==> src/rtl/imem_boot_sequencer.sv <==
// Boot/run controller: loads a length-prefixed little-endian byte image into
// instruction memory, then releases the core until it halts on a jump-to-self.
module imem_boot_sequencer #(
  parameter int ADDR_WIDTH  = 8,
  parameter int HALT_CYCLES = 4,
  parameter int RUN_TIMEOUT = 0
) (
  input  logic                  clk,
  input  logic                  reset_n,
  input  logic                  start,
  input  logic                  rx_valid,
  input  logic [7:0]            rx_data,
  output logic                  rx_ready,
  output logic                  imem_we,
  output logic [ADDR_WIDTH-1:0] imem_waddr,
  output logic [31:0]           imem_wdata,
  output logic                  cpu_reset,
  input  logic [31:0]           cpu_pc,
  output logic                  busy,
  output logic                  done,
  output logic                  error,
  output logic [31:0]           run_cycles
);

  typedef enum logic [2:0] {
    ST_IDLE  = 3'd0,
    ST_HDR0  = 3'd1,
    ST_HDR1  = 3'd2,
    ST_LOAD  = 3'd3,
    ST_RUN   = 3'd4,
    ST_HALT  = 3'd5,
    ST_ERROR = 3'd6
  } state_t;

  localparam logic [31:0] DEPTH        = 32'd1 << ADDR_WIDTH;
  localparam logic [31:0] HALT_LAST    = 32'(HALT_CYCLES - 1);
  localparam logic [31:0] TIMEOUT_LAST = (RUN_TIMEOUT == 0) ? 32'd0 : 32'(RUN_TIMEOUT - 1);

  state_t                state_r, state_nxt_s;
  logic                  rx_ready_r, imem_we_r, cpu_reset_r, busy_r, done_r, error_r;
  logic [ADDR_WIDTH-1:0] imem_waddr_r;
  logic [31:0]           imem_wdata_r, run_cycles_r;
  logic [7:0]            wc_lo_r;
  logic [15:0]           word_count_r, word_idx_r;
  logic [1:0]            byte_idx_r;
  logic [23:0]           wbuf_r;
  logic [31:0]           prev_pc_r, stable_cnt_r;

  logic                  accept_s, hdr_bad_s, load_more_s, halt_hit_s, timeout_hit_s;
  logic [15:0]           hdr_count_s;
  logic [31:0]           rc_inc_s, stable_nxt_s;

  // Handshake, header validation and run-phase monitors
  always_comb begin
    accept_s      = rx_valid && rx_ready_r;
    hdr_count_s   = {rx_data, wc_lo_r};
    hdr_bad_s     = (hdr_count_s == 16'd0) || ({16'd0, hdr_count_s} > DEPTH);
    load_more_s   = (word_idx_r < word_count_r);
    rc_inc_s      = (run_cycles_r == 32'hFFFF_FFFF) ? run_cycles_r : run_cycles_r + 32'd1;
    stable_nxt_s  = (cpu_pc == prev_pc_r) ? stable_cnt_r + 32'd1 : 32'd0;
    halt_hit_s    = (stable_nxt_s >= HALT_LAST);
    timeout_hit_s = (RUN_TIMEOUT != 0) && (rc_inc_s >= TIMEOUT_LAST);
  end

  // Next-state selection
  always_comb begin
    state_nxt_s = state_r;
    case (state_r)
      ST_IDLE: begin
        if (start) state_nxt_s = ST_HDR0;
        else       state_nxt_s = ST_IDLE;
      end
      ST_HDR0: begin
        if (accept_s) state_nxt_s = ST_HDR1;
        else          state_nxt_s = ST_HDR0;
      end
      ST_HDR1: begin
        if (accept_s) state_nxt_s = hdr_bad_s ? ST_ERROR : ST_LOAD;
        else          state_nxt_s = ST_HDR1;
      end
      ST_LOAD: begin
        // word_idx_r already points past the word being written this cycle
        if (imem_we_r && (word_idx_r == word_count_r)) state_nxt_s = ST_RUN;
        else                                           state_nxt_s = ST_LOAD;
      end
      ST_RUN: begin
        if (start)              state_nxt_s = ST_HDR0;
        else if (halt_hit_s)    state_nxt_s = ST_HALT;
        else if (timeout_hit_s) state_nxt_s = ST_ERROR;
        else                    state_nxt_s = ST_RUN;
      end
      ST_HALT, ST_ERROR: begin
        if (start) state_nxt_s = ST_HDR0;
        else       state_nxt_s = state_r;
      end
      default: state_nxt_s = ST_IDLE;
    endcase
  end

  // State, datapath and registered outputs
  always_ff @(posedge clk or negedge reset_n) begin
    if (!reset_n) begin
      state_r      <= ST_IDLE;
      rx_ready_r   <= 1'b0;
      imem_we_r    <= 1'b0;
      imem_waddr_r <= '0;
      imem_wdata_r <= 32'd0;
      cpu_reset_r  <= 1'b1;
      busy_r       <= 1'b0;
      done_r       <= 1'b0;
      error_r      <= 1'b0;
      run_cycles_r <= 32'd0;
      wc_lo_r      <= 8'd0;
      word_count_r <= 16'd0;
      word_idx_r   <= 16'd0;
      byte_idx_r   <= 2'd0;
      wbuf_r       <= 24'd0;
      prev_pc_r    <= 32'hFFFF_FFFF;
      stable_cnt_r <= 32'd0;
    end else begin
      state_r     <= state_nxt_s;
      rx_ready_r  <= (state_nxt_s == ST_HDR0) || (state_nxt_s == ST_HDR1) || (state_nxt_s == ST_LOAD);
      busy_r      <= (state_nxt_s == ST_HDR0) || (state_nxt_s == ST_HDR1) ||
                     (state_nxt_s == ST_LOAD) || (state_nxt_s == ST_RUN);
      done_r      <= (state_nxt_s == ST_HALT);
      error_r     <= (state_nxt_s == ST_ERROR);
      cpu_reset_r <= (state_nxt_s != ST_RUN);
      imem_we_r   <= 1'b0;
      case (state_r)
        ST_HDR0: begin
          if (accept_s) wc_lo_r <= rx_data;
        end
        ST_HDR1: begin
          if (accept_s) begin
            word_count_r <= hdr_count_s;
            word_idx_r   <= 16'd0;
            byte_idx_r   <= 2'd0;
            imem_waddr_r <= '0;
          end
        end
        ST_LOAD: begin
          if (accept_s && load_more_s) begin
            byte_idx_r <= byte_idx_r + 2'd1;
            case (byte_idx_r)
              2'd0:    wbuf_r[7:0]   <= rx_data;
              2'd1:    wbuf_r[15:8]  <= rx_data;
              2'd2:    wbuf_r[23:16] <= rx_data;
              default: begin
                imem_we_r    <= 1'b1;
                imem_wdata_r <= {rx_data, wbuf_r};
                imem_waddr_r <= word_idx_r[ADDR_WIDTH-1:0];
                word_idx_r   <= word_idx_r + 16'd1;
              end
            endcase
          end
          if (state_nxt_s == ST_RUN) begin
            run_cycles_r <= 32'd0;
            stable_cnt_r <= 32'd0;
            prev_pc_r    <= 32'hFFFF_FFFF;
          end
        end
        ST_RUN: begin
          if (!start) begin
            run_cycles_r <= rc_inc_s;
            stable_cnt_r <= stable_nxt_s;
            prev_pc_r    <= cpu_pc;
          end
        end
        default: ;
      endcase
    end
  end

  assign rx_ready   = rx_ready_r;
  assign imem_we    = imem_we_r;
  assign imem_waddr = imem_waddr_r;
  assign imem_wdata = imem_wdata_r;
  assign cpu_reset  = cpu_reset_r;
  assign busy       = busy_r;
  assign done       = done_r;
  assign error      = error_r;
  assign run_cycles = run_cycles_r;

endmodule

==> config.mk <==
export PLATFORM = sky130hd
export DESIGN_NAME = imem_boot_sequencer
export DESIGN_NICKNAME = d
export VERILOG_FILES = /design/src/rtl/imem_boot_sequencer.sv
export SDC_FILE = /design/constraint.sdc
export NUM_CORES = 1
export LEC_CHECK = 0
export ABC_AREA = 1
export CAP_MARGIN = 10
export CORE_MARGIN = 3
export CORE_UTILIZATION = 60
export DETAILED_ROUTE_END_ITERATION = 7
export DONT_BUFFER_PORTS = 1
export GPL_TIMING_DRIVEN = 0
export PLACE_DENSITY = 0.76
export SYNTH_ARGS = -nofsm -noshare
export SYNTH_HDL_FRONTEND = slang
export SYNTH_SLANG_ARGS = --single-unit
==> constraint.sdc <==
create_clock -name clk -period 3.14 [get_ports clk]
set_clock_uncertainty 0.15 [all_clocks]
set_input_delay 0.314 -clock clk [delete_from_list [all_inputs] [get_ports clk]]
set_output_delay 0.314 -clock clk [all_outputs]
set_load 0.05 [all_outputs]
==> impl_metrics.csv <==
group,metric,value,unit
clocking,cts.sink_count,211,
setup_path,timing.critical_path.slowest_cell_delay,0.45,ns
timing,min_hold_slack,-0.619,ns
clocking,ctsResizeCount,0,
yosys,synth.yosys.warnings,0,
yosys,largest_cells_by_area_after_synthesis,"sky130_fd_sc_hd__dfrtp_1 (39%), sky130_fd_sc_hd__nand2_1 (14%), sky130_fd_sc_hd__o21ai_0 (8.0%), sky130_fd_sc_hd__dfstp_2 (7.6%), sky130_fd_sc_hd__inv_1 (7.0%)",
global_route,grt-ovfl-total,0,
finish,fin_util,70.2,%
setup_path,critical_path_buf_inv_count,2,
setup_path,crit-reg2reg-capture,"prev_pc_r[0]",
clocking,clk_root_buffer_cell,"sky130_fd_sc_hd__clkbuf_16",
worst_hold_path,timing.hold.worst.class,"input port to asynchronous set/reset pin",
die,die-area,0.0207,sq mm
yosys,yosysUniqueCellTypes,44,
timing,final-max-slew-violation-count,0,
run_status,failed_checks,"hold timing",
setup_path,slowest_cell_on_crit_path,"sky130_fd_sc_hd__dfrtp_1",
yosys,synth_edf_count,0,
timing,max_clock_freq,339,MHz
die,floorplan.io_pins,122,
setup_path,worst_setup_path_startpoint,"word_idx_r[13]",
routing,wire_length_per_cell_after_detailed_routing,16.1,microns
setup_path,crit_path_max_fanout,10,
setup_path,timing.critical_path.depth,11,
die,chipHeight,144,microns
finish,area_delta_synth_final,12.7,%
yosys,synthMostInstantiatedCell,"sky130_fd_sc_hd__nand2_1",
routing,routed-via-count,10100,
power,report.power.total,0.00978,W
yosys,synth.ff_latch_count,211,
run_status,run_status,"finished with violations",
setup_path,ff2ff_path_depth,11,
clocking,cts.htree.levels,1,
finish,fin_nets,1627,
placement,buffer_ports.inserted,0,
setup_path,end_kind,"flop",
yosys,yosysSeqAreaShare,46.6,%
yosys,synthDominantCellAreaShare,39.0,%
clocking,cts_made_buffers,24,
power,cellLeakagePower,6.10,nW
yosys,syn_area,0.0114,sq mm
die,die_w,144,microns
yosys,asyncSetResetFlopFracSynth,100,%
clocking,worst_setup_hold_path_clk_slew,0.06,ns
die,floorplan.initialDensity,62.3,%
timing,post-route-period-util,93.9,%
clocking,worst_skew_pair.late_latency,0.52,ns
timing,timing.final.setup_violations,0,
global_route,grt_util_all_layers,28.0,%
global_route,grt_start_max_net_pins,212,
yosys,synth_area_per_cell,7.64,sq um
routing,route.detailed.drc,0,
setup_path,timing.critical_path.required,3.41,ns
placement,post-dp-hpwl,19900,microns
routing,avgViaCountPerCell,5.59,
global_route,grt_antenna_before_repair,0,
setup_path,crit_path_cell_trace,"ha_1 > nand2_1 > nor2_1 > nand4_1 > nor3_2 > nand2_1 > nand2_2 > buf_2 > clkbuf_1 > o21ai_0 > o21ai_0",
timing,timing_hold_violations_final,211,
timing,timing.slew.headroom,54.1,%
die,rows,49,
timing,worst_slew_pin_tran,0.683,ns
yosys,synth-main-ff-cell,"sky130_fd_sc_hd__dfrtp_1",
yosys,syn_inst,1493,
routing,drt-pass1-iter-count,5,
power,ir_drop,0.696,mV
routing,totalWireLength,29000,microns
finish,n_fill_cell,1514,
global_route,first_global_vias,9812,
timing,rsz0062_at_grt,"false",
setup_path,worstSetupPathType,"flop to flop",
placement,gp_routability_congestion,0.971,
clocking,post-cts-setup-buffers,0,
setup_path,startpoint_class,"flop",
clocking,number_of_buffers_added_to_fix_hold_violations_after_cts,41,
finish,antenna_cells_inserted,0,
routing,drt-initial-drc-count,633,
yosys,netlist.top_cell.by_area,"sky130_fd_sc_hd__dfrtp_1",
job,max_capacitance_violation_total,0,
timing,fin_tns_setup,0,ns
timing,final_period_minus_worst_setup_slack,2.95,ns
power,pwr_density_cell,760,mW/mm^2
global_route,grt_pass1_wl,47700,microns
yosys,syn-num-nets,1560,
die,core,0.0183,sq mm
setup_path,regToRegStartpoint,"word_idx_r[13]",
clocking,tritoncts_clock_tree,"done",
setup_path,cp.arrival,3.22,ns
clocking,clk_path_buf_depth,3,
setup_path,regToRegSetupSlack,0.19,ns
setup_path,critPathTopFamily,"simple AND/OR/NAND/NOR gates",
setup_path,endpoint,"prev_pc_r[0]",
routing,antenna_violating_nets_post_route,0,
finish,drive_above_1_share,7.18,%
yosys,synth.top_cells.by_count,"sky130_fd_sc_hd__nand2_1 (428), sky130_fd_sc_hd__inv_1 (214), sky130_fd_sc_hd__o21ai_0 (182)",
-- cell type report --
cell class                      count  area (sq um)  area share (%)
Timing Repair Buffer               41           410            3.19
Clock inverter                      5          63.8           0.496
Tap cell                          229           287            2.23
Inverter                          218           821            6.38
Multi-Input combinational cell   1018          5070            39.4
Buffer                             46           200            1.56
Sequential cell                   211          5320            41.4
Clock buffer                       35           692            5.38
-- cells by family (layout without fill, tap and decap cells) --
logic type	Yosys count	count (layout)	share of synthesized area (%)
AO/OA/AOI/OAI	267	267	13.0
XOR/XNOR	42	42	3.22
adder cells (fa/ha/maj)	23	23	2.52
buffers and inverters	264	345	8.95
flip-flops	211	211	46.6
AND/OR/NAND/NOR	686	686	25.7
-- metal layers --
layer | track usage (%) | share of wire (%) | up-vias
li1 | - | - | 4921
met1 | 37.2 | 43 | 4768
met2 | 47.6 | 48 | 317
met3 | 5.12 | 6.4 | 69
met4 | 7.43 | 2.8 | 0
met5 | 0 | 0 | -
-- through the flow --
stage	setup slack (ns)	instances	instance area [sq um]
floorplan	0.663	1493	11400
global placement	0.335	1722	11700
detailed placement	0.270	1722	11700
CTS	0.235	1803	12900
global route	0.00233	1803	12900
finish	0.191	1803	12900
-- where the power goes --
part	switching, W	total [W]	internal [W]
clock network	0.00110	0.00270	0.00160
registers	0.00118	0.00481	0.00362
logic	0.00146	0.00227	0.000808
-- placed cells by master, fill, tap and decap left out, types with 23 or more instances in the layout --
master	instances
sky130_fd_sc_hd__o21ai_0	182
sky130_fd_sc_hd__dfrtp_1	178
sky130_fd_sc_hd__clkbuf_1	40
sky130_fd_sc_hd__nand4_1	30
sky130_fd_sc_hd__xor2_1	27
sky130_fd_sc_hd__nor2_1	106
sky130_fd_sc_hd__nand2_1	428
sky130_fd_sc_hd__dfstp_2	33
sky130_fd_sc_hd__dlygate4sd3_1	41
sky130_fd_sc_hd__ha_1	23
sky130_fd_sc_hd__clkbuf_16	24
sky130_fd_sc_hd__nand3_1	57
sky130_fd_sc_hd__inv_1	214
sky130_fd_sc_hd__a21oi_1	35
-- flip-flops by register name (all words and copies together) (netlist names) --
signal	count
imem_waddr	8
wc_lo_r	8
imem_wdata	32
word_idx_r	16
byte_idx_r	2
stable_cnt_r	32
word_count_r	16
done	1
run_cycles	32
state_r	3
prev_pc_r	32
rx_ready	1
imem_we	1
error	1
wbuf_r	24
cpu_reset	1
busy	1
-- worst min path at each step --
stage / startpoint / to / slack (ns) / cells past startpoint
floorplan: reset_n / busy / -0.13 / 0
global placement: reset_n / stable_cnt_r[31] / -0.13 / 0
detailed placement: reset_n / imem_wdata[5] / -0.12 / 0
CTS: reset_n / imem_wdata[5] / -0.67 / 0
global route: reset_n / imem_wdata[4] / -0.65 / 0
finish: reset_n / stable_cnt_r[21] / -0.62 / 0
No activity file was read; power rests on OpenSTA's default activity.
